## config.mk

```make
export PLATFORM = sky130hd
export DESIGN_NAME = fwnoc_credit_bridge
export DESIGN_NICKNAME = d
export VERILOG_FILES = /design/src/rtl/fwnoc_bridge_pkg.sv /design/src/rtl/fwnoc_credit_fifo.sv /design/src/rtl/fwnoc_credit_bridge.sv
export SDC_FILE = /design/constraint.sdc
export NUM_CORES = 1
export LEC_CHECK = 0
export ABC_CLOCK_PERIOD_IN_PS = 3910
export BUFFER_PORTS_ARGS = -buffer_cell sky130_fd_sc_hd__buf_2
export CAP_MARGIN = 10
export CORE_MARGIN = 3
export CORE_UTILIZATION = 30
export DETAILED_ROUTE_END_ITERATION = 8
export PLACE_DENSITY = 0.46
export RECOVER_POWER = 25
export SKIP_LAST_GASP = 1
export SLEW_MARGIN = 0
export SYNTH_ARGS = -nofsm -noshare
export SYNTH_HDL_FRONTEND = slang
export SYNTH_SLANG_ARGS = --single-unit
```

## constraint.sdc

```tcl
create_clock -name clock -period 3.91 [get_ports clock]
set_clock_uncertainty 0.2 [all_clocks]
set_input_delay 0.5865 -clock clock [delete_from_list [all_inputs] [get_ports clock]]
set_output_delay 0.5865 -clock clock [all_outputs]
set_load 0.005 [all_outputs]
```

## src/rtl/fwnoc_bridge_pkg.sv

```systemverilog
// Shared constants and helpers for the fwnoc credit bridge and its RX FIFO.
// err bit indices are only meaningful when FWNOC_CREDIT_BRIDGE_ERR_EN is defined.
package fwnoc_bridge_pkg;

    localparam int ERR_RX_OVF = 0;
    localparam int ERR_TX_OVF = 1;

    // Bits needed to hold the values 0..n inclusive, i.e. ceil(log2(n+1)).
    function automatic int clog2p1(input int n);
        int w;
        w = 1;
        while ((1 << w) < (n + 1)) begin
            w = w + 1;
        end
        return w;
    endfunction

endpackage

```

## src/rtl/fwnoc_credit_fifo.sv

```systemverilog
// Small circular FIFO with occupancy count, used for the RX flit buffer.
// Pushes while full and pops while empty are ignored, so callers may be simple.
module fwnoc_credit_fifo #(
    parameter int DATA_WIDTH = 64,
    parameter int DEPTH      = 4
) (
    input  logic                    clock,
    input  logic                    reset,
    input  logic                    push,
    input  logic [DATA_WIDTH-1:0]   push_data,
    input  logic                    pop,
    output logic [DATA_WIDTH-1:0]   head,
    output logic                    full,
    output logic                    empty,
    output logic [$clog2(DEPTH):0]  count
);

    localparam int AW = $clog2(DEPTH);

    logic [DATA_WIDTH-1:0] mem [DEPTH];
    logic [AW-1:0]         wr_ptr;
    logic [AW-1:0]         rd_ptr;
    logic                  do_push;
    logic                  do_pop;

    assign full    = (count == (AW+1)'(DEPTH));
    assign empty   = (count == '0);
    assign do_push = push && !full;
    assign do_pop  = pop && !empty;
    assign head    = mem[rd_ptr];

    // Storage carries no reset so it can map onto plain RAM/flop arrays.
    always_ff @(posedge clock) begin
        if (do_push) begin
            mem[wr_ptr] <= push_data;
        end
    end

    always_ff @(posedge clock) begin
        if (reset) begin
            wr_ptr <= '0;
            rd_ptr <= '0;
            count  <= '0;
        end else begin
            if (do_push) begin
                wr_ptr <= wr_ptr + 1'b1;
            end
            if (do_pop) begin
                rd_ptr <= rd_ptr + 1'b1;
            end
            if (do_push && !do_pop) begin
                count <= count + 1'b1;
            end else if (do_pop && !do_push) begin
                count <= count - 1'b1;
            end
        end
    end

endmodule

```

## src/rtl/fwnoc_credit_bridge.sv

```systemverilog
// Credit NoC link <-> valid/ready stream adapter for one NoC plane.
// Define FWNOC_CREDIT_BRIDGE_ERR_EN to build the sticky overflow error register.
module fwnoc_credit_bridge
    import fwnoc_bridge_pkg::*;
#(
    parameter int DATA_WIDTH = 64,
    parameter int RX_DEPTH   = 4,
    parameter int TX_CREDITS = 4
) (
    input  logic                  clock,
    input  logic                  reset,
    input  logic                  c2b_valid,
    input  logic [DATA_WIDTH-1:0] c2b_data,
    output logic                  c2b_yummy,
    output logic                  m_valid,
    output logic [DATA_WIDTH-1:0] m_data,
    input  logic                  m_ready,
    input  logic                  s_valid,
    input  logic [DATA_WIDTH-1:0] s_data,
    output logic                  s_ready,
    output logic                  b2c_valid,
    output logic [DATA_WIDTH-1:0] b2c_data,
    input  logic                  b2c_yummy,
    output logic [1:0]            err
);

    localparam int             CW       = clog2p1(TX_CREDITS);
    localparam logic [CW-1:0]  CRED_MAX = CW'(TX_CREDITS);

    logic [$clog2(RX_DEPTH):0] rx_count;
    logic                      rx_full;
    logic                      rx_empty;
    logic [DATA_WIDTH-1:0]     rx_head;
    logic                      rx_push;
    logic                      rx_pop;
    logic [CW-1:0]             credits;
    logic                      send;
    logic                      tx_sat;

    // A flit arriving while full is dropped even if a pop frees a slot this cycle.
    assign rx_push = c2b_valid && !rx_full;
    assign m_valid = (rx_count != '0);
    assign m_data  = rx_empty ? '0 : rx_head;
    assign rx_pop  = m_valid && m_ready;

    fwnoc_credit_fifo #(
        .DATA_WIDTH (DATA_WIDTH),
        .DEPTH      (RX_DEPTH)
    ) u_rx_fifo (
        .clock     (clock),
        .reset     (reset),
        .push      (rx_push),
        .push_data (c2b_data),
        .pop       (rx_pop),
        .head      (rx_head),
        .full      (rx_full),
        .empty     (rx_empty),
        .count     (rx_count)
    );

    always_ff @(posedge clock) begin
        if (reset) begin
            c2b_yummy <= 1'b0;
        end else begin
            c2b_yummy <= rx_pop;
        end
    end

    assign s_ready = (credits != '0);
    assign send    = s_valid && s_ready;
    assign tx_sat  = b2c_yummy && !send && (credits == CRED_MAX);

    // A yummy that would exceed the chip buffer depth is absorbed, not counted.
    always_ff @(posedge clock) begin
        if (reset) begin
            credits <= CRED_MAX;
        end else if (send && !b2c_yummy) begin
            credits <= credits - 1'b1;
        end else if (b2c_yummy && !send && !tx_sat) begin
            credits <= credits + 1'b1;
        end
    end

    always_ff @(posedge clock) begin
        if (reset) begin
            b2c_valid <= 1'b0;
            b2c_data  <= '0;
        end else begin
            b2c_valid <= send;
            if (send) begin
                b2c_data <= s_data;
            end
        end
    end

`ifdef FWNOC_CREDIT_BRIDGE_ERR_EN
    logic [1:0] err_q;

    always_ff @(posedge clock) begin
        if (reset) begin
            err_q <= '0;
        end else begin
            if (c2b_valid && rx_full) begin
                err_q[ERR_RX_OVF] <= 1'b1;
            end
            if (tx_sat) begin
                err_q[ERR_TX_OVF] <= 1'b1;
            end
        end
    end

    assign err = err_q;
`else
    assign err = 2'b00;
`endif

endmodule

```

## After elaboration in Yosys (flattened, before gate mapping)

Memory sizes are Yosys's and may differ from the RTL's. A register that Yosys moved wholly into a read port is not among the register bits.
Cells that the tools add are included.
Widths: inputs -> output; s select.

| word-level totals | value |
|---|---|
| flip-flop bits (word level) | 76 |
| memory bits (writable) | 256 |
| output and inout port bits | 134 |
| word-level logic and storage cells | 48 |
| memories kept | 1 |

Memories:

| memory | words | width | read ports | clocked after Yosys merged registers in | write ports | line | RTL |
|---|---|---|---|---|---|---|---|
| u_rx_fifo.mem | 4 | 64 | 1 | 1 | 1 | fwnoc_credit_fifo.sv:20 | `logic [DATA_WIDTH-1:0] mem [DEPTH];` |

| operators by class | value |
|---|---|
| add/subtract/negate cells | 6 |
| equal/unequal tests | 2 |
| muxes and demuxes | 9 |
| reduce and logical (&&, ||, !) cells | 23 |

Operator list:

| kind | number |
|---|---|
| $mux 64 | 1 |
| $mux 3 | 4 |
| $logic_and 1x1->1 | 11 |
| $logic_not 1->1 | 7 |
| $add 3x1->3 const B | 2 |
| $eq 3x3->1 const B | 2 |
| $reduce_bool 3->1 | 2 |
| $sub 3x1->3 const B | 2 |
| $add 2x1->2 const B | 2 |
| $mux 2 | 2 |
| $reduce_bool 2->1 | 2 |
| $logic_not 3->1 | 1 |
| $mux 1 | 2 |

## Logic depth before layout (Yosys ltp)

| depth | value |
|---|---|
| word-level depth | 9 |
| mapped depth | 8 |

## Hierarchy

Synthesis repeated with hierarchy kept, for this count alone.

| unflattened totals | value |
|---|---|
| cells, all modules | 770 |
| area, all modules | 12772.2 um^2 |

By module, submodules not included:

| module | times used | cells an instance | area an instance (um^2) | seq. area each (um^2) |
|---|---|---|---|---|
| fwnoc_credit_fifo | 1 | 382 | 9778.1 | 7867.5 |
| fwnoc_credit_bridge | 1 | 388 | 2994.1 | 1381.3 |

## Worst setup path before layout

No wires, ideal clock.

| timing path | value |
|---|---|
| path kind | register to register |
| from | register u_rx_fifo.count[0] |
| to | memory u_rx_fifo.mem[0][0] (enable) |
| setup time | 0.429 ns |
| arrival | 2.176 ns |
| path slack | 1.105 ns |
| cell stages (with the launch flop) | 3 |
| cell sequence | dfxtp_1 > or3b_2 > and3_1 |

| on the way | value |
|---|---|
| cells in the longest elaborated chain, start to end | 6 |

RTL lines:

| element | line | RTL |
|---|---|---|
| from (decl) | fwnoc_credit_fifo.sv:15 | `output logic [$clog2(DEPTH):0] count` |
| from (signal assigned) | fwnoc_credit_fifo.sv:52 | `count <= count + 1'b1;` |
| from (signal assigned) | fwnoc_credit_fifo.sv:54 | `count <= count - 1'b1;` |
| $eq 3x3->1 (*) | fwnoc_credit_fifo.sv:26 | `assign full = (count == (AW+1)'(DEPTH));` |
| $logic_not 1->1 (*) | fwnoc_credit_fifo.sv:28, fwnoc_credit_bridge.sv:41 |  |
| $logic_and 1x1->1 | fwnoc_credit_bridge.sv:41 | `assign rx_push = c2b_valid && !rx_full;` |
| $logic_and 1x1->1 (*) | fwnoc_credit_fifo.sv:28 | `assign do_push = push && !full;` |
| $mux 1 (*) | fwnoc_credit_fifo.sv:34 | `if (do_push) begin` |
| $mux 1 (implied by the code) (*) | fwnoc_credit_fifo.sv:35 | `mem[wr_ptr] <= push_data;` |
| to (decl) | fwnoc_credit_fifo.sv:20 |  |

Every way passes the cells marked *; elsewhere a longest branch is shown, timed or not.

## Worst setup path in the final report

| timing path | value |
|---|---|
| from | register u_rx_fifo.count[0] |
| to | output port m_data[18] |

| on the way | value |
|---|---|
| cells in the longest elaborated chain, start to end | 2 |

RTL lines:

| element | line | RTL |
|---|---|---|
| $logic_not 3->1 | fwnoc_credit_fifo.sv:27 | `assign empty = (count == '0);` |
| $mux 64 | fwnoc_credit_bridge.sv:43 | `assign m_data = rx_empty ? '0 : rx_head;` |
| to (decl) | fwnoc_credit_bridge.sv:16 | `output logic [DATA_WIDTH-1:0] m_data,` |

Every way passes these cells.

==> results.cfg <==
[outcome]
outcome = finished clean

[power]
share_comb_of_total_power_pct = 22.8
p_switching_mw = 2.72
p_int_mw = 7.36
netSwitchingFraction_pct = 27.0
p_seq_share_pct = 43.7
clockPowerShare_pct = 33.5
peakVddDrop_mv = 0.275
power_leakage_nw = 5.72
p_per_area_nw_per_um2 = 641

[timing]
fin_tns_setup_ns = 0
maxSlewViolCount = 0
min_period_ns = 3.20
hold_ws_ns = 0.0811
finalSetupViolCount = 0
fin_crit_sh_pct = 81.8
rsz0062_at_grt = false
fmax_mhz = 313
tightest_slew_ns = 0.700
relSlewSlack_pct = 53.3
hold_viol = 0

[global_routing]
grt_pass1_vias = 7734
grt_pass1_wl_um = 45400
grt_max_degree = 66
antenna_found_initial = 4
grt_overflow = 0
grt_usage_pct = 13.3

[critical_path]
timing.rr.start = u_rx_fifo.count[0]
critPathRequiredTime_ns = 3.12
critPathTopFamily = simple AND/OR/NAND/NOR gates
slowest_delay_ns = 0.81
path_cells = or3_2 -> buf_4 -> and2_1 -> buf_2
critPathSlowestCell = or3_2
worst_setup_path_endpoint = m_data[18]
worstRegToRegCells = 7
crit_cells = 4
cp_num_buf_inv = 2
cp-startpoint = u_rx_fifo.count[0]
end_kind = output port
critPathKind = reg2out
reg2reg_slack_ns = 1.46
reg2reg_to = u_rx_fifo.count[2]
start_kind = flip-flop
cp_max_fo = 41
arrival_ns = 2.41

[worst_hold_path]
holdCritPathClass = in2reg

[yosys]
ys_types = 43
netlist.area_leader.share_pct = 60.5
syn_area_per_cell_um2 = 16.6
synth_top_cell_by_area = edfxtp_1
yosys_most_used_dff = edfxtp_1
yosysSeqAreaShare_pct = 72.7
async_flop_share_pct = 0
ys_ff_latch = 334
synth_edf_count = 256
netlist_area_um2 = 12700
synthTopCellsByArea = edfxtp_1, dfxtp_1, mux4_2, nand2_1, and2_1
synth_cells = 768
yosysWarningCount = 0

[final_layout]
fin_nets = 1183
syn_to_final_growth_pct = 23.7
layout_common_cells = edfxtp_1, buf_2, nand2_1, dfxtp_1, a21oi_1
drive_gt1_share_pct = 33.4
postLayoutCellArea_um2 = 15700
n_antenna_cell = 0
final_common_cell = edfxtp_1
layoutNonFillerInstCount = 1603

[die]
initial_core_util_pct = 30.7
core_area_um2 = 41400
rows = 74
io_pins = 268
die_w_um = 212
die-area_um2 = 44900
die_h_um = 212

[placement]
dp.cells = 1534
post_dp_cell_area_um2 = 14600
port-buffer-count = 265
hpwl_um = 18800
routabilityCongestion = 0.726

[route]
dr_total_vias = 7345
avgRoutedWirePerCell_um = 18.5
finalWirelength_um = 29700
ant_nets = 0
routed_via_density = 4.58
drt-pass1-iter-count = 5
drc = 0
dr.first_iter.drc_count = 291

[clock_network]
cts_sinks = 334
cts_resized = 0
cts_tree = done
clk_pin_slew_worst_paths_ns = 0.06
ctsHoldBuffers = 0
clockBufferDepth = 3
postCtsSetupRepairBufs = 0
worstSkewPairLatency_ns = 0.54
cts_buffers = 38
cts_root_buffer = clkbuf_16
htree_levels = 2

[run]
drv_cap = 0
[per-layer routing]
metal / part of all wire (%) / vias up / GRT usage [%]
met1: 43 / 3619 / 17.3
li1: - / 3405 / -
met4: 1.8 / 6 / 3.51
met3: 9.3 / 53 / 5.47
met2: 46 / 262 / 20.5
met5: 0.12 / - / 0
[worst min-delay path by stage]
stage / to / depth (start not counted) / slack, ns / start
finish: u_rx_fifo.mem[3][39] / 1 / 0.08 / c2b_data[39]
global route: b2c_data[20] / 3 / 0.04 / s_data[20]
CTS: u_rx_fifo.mem[1][62] / 1 / 0.01 / c2b_data[62]
detailed placement: b2c_data[20] / 2 / 0.24 / b2c_data[20]
global placement: b2c_data[18] / 2 / 0.24 / b2c_data[18]
floorplan: b2c_data[0] / 2 / 0.25 / b2c_data[0]
[flip-flops by register name, summed over array words and instances, names as in the netlist, named ones only]
register,cells
u_rx_fifo.mem,256
b2c_data,64
credits,3
u_rx_fifo.count,3
u_rx_fifo.rd_ptr,2
u_rx_fifo.wr_ptr,2
b2c_valid,1
c2b_yummy,1
[cell families after synthesis]
| family | after synthesis | share of synthesized area [%] |
|---|---|---|
| flops | 334 | 72.7 |
| simple gates | 222 | 8.19 |
| compound gates | 79 | 3.40 |
| mux | 67 | 11.7 |
| buf+inv | 53 | 2.78 |
| fa+ha+maj | 7 | 0.807 |
| xor+xnor | 5 | 0.344 |
| other cells | 1 | 0.0295 |
[cell type report]
cell class | instances | area (µm²)
Timing Repair Buffer | 280 | 1440
Fill cell | 3952 | 25700
Clock buffer | 48 | 1060
Multi-Input combinational cell | 382 | 3150
Clock inverter | 21 | 126
Tap cell | 532 | 666
Inverter | 6 | 22.5
Sequential cell | 334 | 9260
[through the flow]
step | worst slack, ns | utilization, % | power (mW)
final | 0.712 | 38.0 | 10.1
after global routing | 0.528 | 38.0 | 10.7
after CTS | 0.595 | 38.1 | 10.3
after detailed placement | 1.20 | 35.3 | 6.89
after global placement | 1.22 | 35.3 | 6.87
after floorplan | 1.11 | - | 5.98
[synthesized netlist by cell type, types with 4 or more instances]
library cell  number
nand2_1          128
and3_1             4
edfxtp_1         256
dfxtp_1           78
buf_4              8
and2_1            64
xor2_1             4
a21oi_1           67
ha_1               5
mux4_1             4
mux4_2            60
buf_12             6
clkbuf_1          16
inv_1              6
buf_2             13
nor2_1            14
[power groups by stage]
| stage | registers, mW | logic (mW) | clock network (mW) |
|---|---|---|---|
| 6_report | 4.41 | 2.30 | 3.38 |
| 5_1_grt | 4.45 | 2.58 | 3.64 |
| 4_1_cts | 4.42 | 2.40 | 3.50 |
| 3_5_place_dp | 4.49 | 2.40 | 0 |
| 3_3_place_gp | 4.48 | 2.38 | 0 |
| 2_1_floorplan | 4.38 | 1.61 | 0 |
Note: power is estimated with default switching activity, not from simulation.
